===== src/rtl/voice_scheduler.sv =====
// voice_scheduler
//   Polyphonic voice allocator. Twelve raw key levels are synchronised and
//   edge-detected. Each edge sets a pending bit. A small FSM services one
//   pending event every two cycles, and releases always go before presses.
//   A press takes the lowest-index idle voice. If no voice is idle, it
//   steals the oldest voice.
//
// Ports
//   CLOCK_50     in   system clock (rising edge)
//   reset        in   synchronous, active-high reset
//   keys[11:0]   in   raw key levels; keys[i] -> tone code 12-i
//   voice_en     out  per-voice sounding flag
//   voice_tone   out  per-voice tone code in bits [4v+3:4v] (0 when idle)
//   voice_start  out  one-cycle pulse when voice v is (re)assigned
//   steal        out  one-cycle pulse alongside voice_start when a busy voice is evicted
//   busy         out  high while the FSM is in REL or PRESS
//
// There is no handshake: keys are free-running levels and the outputs are
// plain registered levels and pulses. Downstream has no way to stall.
module voice_scheduler #(
  parameter int NUM_VOICES = 4
) (
  input  logic                    CLOCK_50,
  input  logic                    reset,
  input  logic [11:0]             keys,
  output logic [NUM_VOICES-1:0]   voice_en,
  output logic [4*NUM_VOICES-1:0] voice_tone,
  output logic [NUM_VOICES-1:0]   voice_start,
  output logic                    steal,
  output logic                    busy
);

  localparam int            AW         = $clog2(NUM_VOICES);
  localparam logic [AW-1:0] AGE_ONE    = AW'(1);
  localparam logic [AW-1:0] AGE_OLDEST = AW'(NUM_VOICES - 1);

  typedef enum logic [1:0] {ST_IDLE, ST_REL, ST_PRESS} state_e;

  // Registers and their next-state values
  logic [11:0]           s1_q, s1_d, s2_q, s2_d, prev_q, prev_d;
  logic [11:0]           pend_press_q, pend_press_d, pend_rel_q, pend_rel_d;
  state_e                state_q, state_d;
  logic [3:0]            k_q, k_d;
  logic [NUM_VOICES-1:0] en_q, en_d;
  logic [3:0]            tone_q [NUM_VOICES];
  logic [3:0]            tone_d [NUM_VOICES];
  logic [AW-1:0]         age_q  [NUM_VOICES];
  logic [AW-1:0]         age_d  [NUM_VOICES];
  logic [NUM_VOICES-1:0] start_q, start_d;
  logic                  steal_q, steal_d, busy_q, busy_d;

  // Combinational helpers
  logic [11:0]   rise, fall, press_clr, rel_clr;
  logic [3:0]    rel_sel, press_sel, tone_k;
  logic          match_hit, idle_hit;
  logic [AW-1:0] match_v, idle_v, old_v, alloc_v;

  assign rise   = s2_q & ~prev_q;
  assign fall   = ~s2_q & prev_q;
  assign tone_k = 4'd12 - k_q;

  // Highest set pending bit. The last assignment in the loop wins, so this
  // picks the lowest tone first.
  always_comb begin
    rel_sel   = '0;
    press_sel = '0;
    for (int i = 0; i < 12; i++) begin
      if (pend_rel_q[i])   rel_sel   = 4'(i);
      if (pend_press_q[i]) press_sel = 4'(i);
    end
  end

  // Voice search. Tones are unique across voices, so at most one voice
  // matches tone_k. The idle-voice loop runs downwards so that the lowest
  // index wins.
  always_comb begin
    match_hit = 1'b0;
    match_v   = '0;
    idle_hit  = 1'b0;
    idle_v    = '0;
    old_v     = '0;
    for (int v = 0; v < NUM_VOICES; v++) begin
      if (en_q[v] && tone_q[v] == tone_k) begin
        match_hit = 1'b1;
        match_v   = AW'(v);
      end
      if (en_q[v] && age_q[v] == AGE_OLDEST) old_v = AW'(v);
    end
    for (int v = NUM_VOICES - 1; v >= 0; v--) begin
      if (!en_q[v]) begin
        idle_hit = 1'b1;
        idle_v   = AW'(v);
      end
    end
    alloc_v = idle_hit ? idle_v : old_v;
  end

  always_comb begin
    s1_d      = keys;
    s2_d      = s1_q;
    prev_d    = s2_q;
    state_d   = state_q;
    k_d       = k_q;
    en_d      = en_q;
    tone_d    = tone_q;
    age_d     = age_q;
    start_d   = '0;
    steal_d   = 1'b0;
    press_clr = '0;
    rel_clr   = '0;

    unique case (state_q)
      ST_IDLE: begin
        if (pend_rel_q != '0) begin
          state_d = ST_REL;
          k_d     = rel_sel;
        end else if (pend_press_q != '0) begin
          state_d = ST_PRESS;
          k_d     = press_sel;
        end
      end

      ST_REL: begin
        rel_clr[k_q] = 1'b1;
        // A release whose voice was already stolen, or never allocated,
        // finds no match and does nothing.
        if (match_hit) begin
          // Close the age gap left by the departing voice.
          for (int u = 0; u < NUM_VOICES; u++) begin
            if (en_q[u] && age_q[u] > age_q[match_v]) age_d[u] = age_q[u] - AGE_ONE;
          end
          en_d[match_v]   = 1'b0;
          tone_d[match_v] = '0;
          age_d[match_v]  = '0;
        end
        state_d = ST_IDLE;
      end

      ST_PRESS: begin
        press_clr[k_q] = 1'b1;
        // A key that has already gone low by service time is dropped.
        if (s2_q[k_q]) begin
          // Every active voice gets one step older. The stolen voice would
          // wrap here, but its age is overwritten just below.
          for (int u = 0; u < NUM_VOICES; u++) begin
            if (en_q[u]) age_d[u] = age_q[u] + AGE_ONE;
          end
          en_d[alloc_v]    = 1'b1;
          tone_d[alloc_v]  = tone_k;
          age_d[alloc_v]   = '0;
          start_d[alloc_v] = 1'b1;
          steal_d          = ~idle_hit;
        end
        state_d = ST_IDLE;
      end

      default: state_d = ST_IDLE;
    endcase

    // When a new edge and a service clear hit the same bit in one cycle,
    // the new edge must survive.
    pend_press_d = (pend_press_q & ~press_clr) | rise;
    pend_rel_d   = (pend_rel_q & ~rel_clr) | fall;
    busy_d       = (state_d != ST_IDLE);
  end

  always_ff @(posedge CLOCK_50) begin
    if (reset) begin
      s1_q         <= '0;
      s2_q         <= '0;
      prev_q       <= '0;
      pend_press_q <= '0;
      pend_rel_q   <= '0;
      state_q      <= ST_IDLE;
      k_q          <= '0;
      en_q         <= '0;
      tone_q       <= '{default: '0};
      age_q        <= '{default: '0};
      start_q      <= '0;
      steal_q      <= 1'b0;
      busy_q       <= 1'b0;
    end else begin
      s1_q         <= s1_d;
      s2_q         <= s2_d;
      prev_q       <= prev_d;
      pend_press_q <= pend_press_d;
      pend_rel_q   <= pend_rel_d;
      state_q      <= state_d;
      k_q          <= k_d;
      en_q         <= en_d;
      tone_q       <= tone_d;
      age_q        <= age_d;
      start_q      <= start_d;
      steal_q      <= steal_d;
      busy_q       <= busy_d;
    end
  end

  always_comb begin
    voice_tone = '0;
    for (int v = 0; v < NUM_VOICES; v++) voice_tone[4*v +: 4] = tone_q[v];
  end

  assign voice_en    = en_q;
  assign voice_start = start_q;
  assign steal       = steal_q;
  assign busy        = busy_q;

endmodule


===== config.mk =====
export PLATFORM = sky130hd
export DESIGN_NAME = voice_scheduler
export DESIGN_NICKNAME = d
export VERILOG_FILES = /design/src/rtl/voice_scheduler.sv
export SDC_FILE = /design/constraint.sdc
export NUM_CORES = 1
export LEC_CHECK = 0
export CAP_MARGIN = 20
export CORE_UTILIZATION = 55
export DETAILED_ROUTE_END_ITERATION = 10
export HOLD_SLACK_MARGIN = 0.03
export PLACE_DENSITY = 0.81
export SLEW_MARGIN = 5
export SYNTH_ARGS = -nofsm -noshare
export SYNTH_HDL_FRONTEND = slang
export SYNTH_SLANG_ARGS = --single-unit

===== constraint.sdc =====
create_clock -name CLOCK_50 -period 3.75 [get_ports CLOCK_50]
set_input_delay 1.125 -clock CLOCK_50 [delete_from_list [all_inputs] [get_ports CLOCK_50]]
set_output_delay 1.125 -clock CLOCK_50 [all_outputs]
set_load 0.005 [all_outputs]

==> flow_metrics.env <==
export IMPL_p_leak_nw=2.009
export IMPL_syn2layout_area_growth_pct=13.31
export IMPL_cp_start_kind="register"
export IMPL_fp_coreArea_mm2=0.008382
export IMPL_worstPathRequired_ns=4.04
export IMPL_cts_tree="done"
export IMPL_dr_pass1_iters=5
export IMPL_min_from="s1_q[6]"
export IMPL_grt_pass1_vias=3730
export IMPL_yosysSeqAreaShare=0.4112
export IMPL_skew_ns=0.01407
export IMPL_port_buffers=39
export IMPL_io_pin_count=40
export IMPL_post_route_period_util=0.8850
export IMPL_numCtsBuffers=9
export IMPL_tns_ns=0
export IMPL_vias_per_cell=6.107
export IMPL_hp_class="reg -> reg"
export IMPL_status="completed"
export IMPL_r2r_setup_slack_ns=0.43
export IMPL_wl_um=12240
export IMPL_globalRouteOverflowTotal=0
export IMPL_p_per_area_mw_per_mm2=445.3
export IMPL_slew_headroom=0.4660
export IMPL_reg2reg_from="k_q[1]"
export IMPL_fp_dieW_um=96.09
export IMPL_cts_buffer_depth=2
export IMPL_ys_warn_count=0
export IMPL_synth_most_common_cell="dfxtp_1"
export IMPL_avgRoutedWirePerCell_um=17.43
export IMPL_drive_above_1_share=0.08543
export IMPL_top_usage_layer="met1"
export IMPL_peakVddDrop_uv=326.9
export IMPL_cap_violations=0
export IMPL_drc_errors=0
export IMPL_initial_core_util=0.5808
export IMPL_post_cts_buffers=0
export IMPL_diodes=0
export IMPL_hold_viol=0
export IMPL_synth_common_cells="100 x dfxtp_1, 85 x nor2_1, 55 x nor2b_1"
export IMPL_hpwl_um=8655
export IMPL_ys_flop_type="dfxtp_1"
export IMPL_setup_violations=0
export IMPL_antenna_found_initial=0
export IMPL_synth_edf_count=0
export IMPL_gp_congestion=0.9428
export IMPL_met1_usage=0.4143
export IMPL_crit_type="reg -> reg"
export IMPL_layout_min_cycle_time_ns=3.319
export IMPL_syn_instance_count=559
export IMPL_final_max_slew_viol_count=0
export IMPL_ys_seq_elements=100
export IMPL_finalNetCount=617
export IMPL_synth_top_area_frac=0.4112
export IMPL_r2r_end="age_q[0]"
export IMPL_reg2reg_depth=16
export IMPL_synth_area_leaders="dfxtp_1 41%, nor2b_1 7.1%, nor2_1 6.6%"
export IMPL_use_met3=0.06635
export IMPL_synth_cell_types=71
export IMPL_grt_use_total=0.2823
export IMPL_dieArea_mm2=0.009232
export IMPL_h_tree_depth=3
export IMPL_clock_sinks=100
export IMPL_end_kind="register"
export IMPL_rows=33
export IMPL_critPathMaxFanout=9
export IMPL_synth_area_leader_cell="dfxtp_1"
export IMPL_clkTransAtPathRegs_ns=0.11
export IMPL_hold_path_end="prev_d[6]"
export IMPL_insertion_delay_ns=0.38
export IMPL_synth_fp_nets=584
export IMPL_grt_max_degree=66
export IMPL_vias=4287
export IMPL_final_util=0.6582
export IMPL_syn_avg_cell_area_um2=8.709
export IMPL_cts_hold_buffers=0
export IMPL_worst_hold_path_num_cells=1
export IMPL_grt_use_met2=0.4131
export IMPL_synth_async_reset_ratio=0
export IMPL_post_cts_resized=0
export IMPL_worst_pin_slew_ns=0.7993
export IMPL_die_h_um=96.09
export IMPL_root_buffer="clkbuf_8"
export IMPL_crit_arrival_ns=3.60
export IMPL_fmax_mhz=301.3
export IMPL_grt_pass1_wl_um=19460
export IMPL_drtIter0Drc=497
export IMPL_ant_nets=0
export IMPL_netlist_area_mm2=0.004868
export IMPL_rsz0062_at_grt="no"
-- cell families after synthesis --
group           after synthesis  share of synthesized area
fa+ha+maj                    12                    0.03058
buf+inv                      47                    0.04883
mux                           6                    0.02159
compound gates              124                     0.1709
simple gates                250                     0.2616
xor+xnor                     20                    0.05526
flops                       100                     0.4112
-- per-layer routing --
metal	share of wire	vias to the layer above
met4	0.013	0
li1	-	2035
met1	0.46	2019
met3	0.093	13
met5	0	-
met2	0.43	220
-- flip-flops by register name, indices dropped and copies added (netlist names) --
register      count
prev_q           12
state_q           2
steal             1
s1_q             12
pend_press_q     12
voice_start       4
k_q               4
prev_d           12
busy              1
voice_tone       16
age_q             8
pend_rel_q       12
voice_en          4
-- per-stage QoR --
step	worst slack, ns	power, W	hold slack [ns]	instances	instance area (µm²)
CTS	0.5017	0.002452	0.4482	702	5517
global route	0.2054	0.002555	0.4636	702	5517
finish	0.4311	0.002456	0.4459	702	5517
detailed placement	0.5427	0.001749	0.4212	686	5301
floorplan	0.5062	0.001626	0.4138	559	4868
global placement	0.6793	0.001740	0.4163	686	5301
-- worst max-delay path, stage by stage, from the launching register on --
cell and delay (ns):
dfxtp_1 0.35, inv_1 0.06, ha_1 0.47, xnor2_1 0.17, nand3_1 0.16, nor3_2 0.20, buf_4 0.18, or3_1 0.16
o22ai_1 0.09, nor2_1 0.32, ha_1 0.30, nor2_1 0.19, a31oi_1 0.08, a21oi_1 0.17, a31oi_1 0.07, mux2i_1 0.19
nand2_1 0.07
-- where the power goes --
part	internal [W]	leakage (nW)	switching (W)	total, W
clock network	0.000273	0.106	0.000444	0.000716
registers	0.00111	0.816	0.0000596	0.00117
logic	0.000240	1.09	0.000328	0.000568
total	0.00163	2.01	0.000831	0.00246
-- placed cells by master (no fill, tap or decap), types with 10 or more instances in the layout --
| cell type | count |
|---|---|
| dfxtp_1 | 100 |
| nor2_1 | 85 |
| nor2b_1 | 55 |
| a21oi_1 | 42 |
| clkdlybuf4s50_1 | 38 |
| nand2_1 | 27 |
| nand3_1 | 23 |
| inv_1 | 19 |
| nor3_1 | 14 |
| o21ai_0 | 13 |
| a31oi_1 | 12 |
| ha_1 | 11 |
| buf_4 | 11 |
| xnor2_1 | 10 |
| nand4_1 | 10 |
-- area by class of cell --
class | count | area, µm²
fillers | 698 | 2865
multi-input cells | 412 | 2629
flip-flops and latches | 100 | 2002
repair buffers | 50 | 467.9
well taps | 105 | 131.4
clock buffers | 9 | 123.9
clock inverters | 7 | 91.34
inverters | 19 | 71.32
-- how the worst max path moves through the flow --
stage,startpoint,end,slack [ns],cells after the start
after global placement,k_q[0],age_q[2],0.68,13
after floorplan,k_q[0],age_q[2],0.51,16
after detailed placement,k_q[1],age_q[2],0.54,14
after CTS,k_q[1],age_q[0],0.50,16
final,k_q[1],age_q[0],0.43,16
after global routing,k_q[1],age_q[6],0.21,15
No activity file was read; power rests on OpenSTA's default activity.
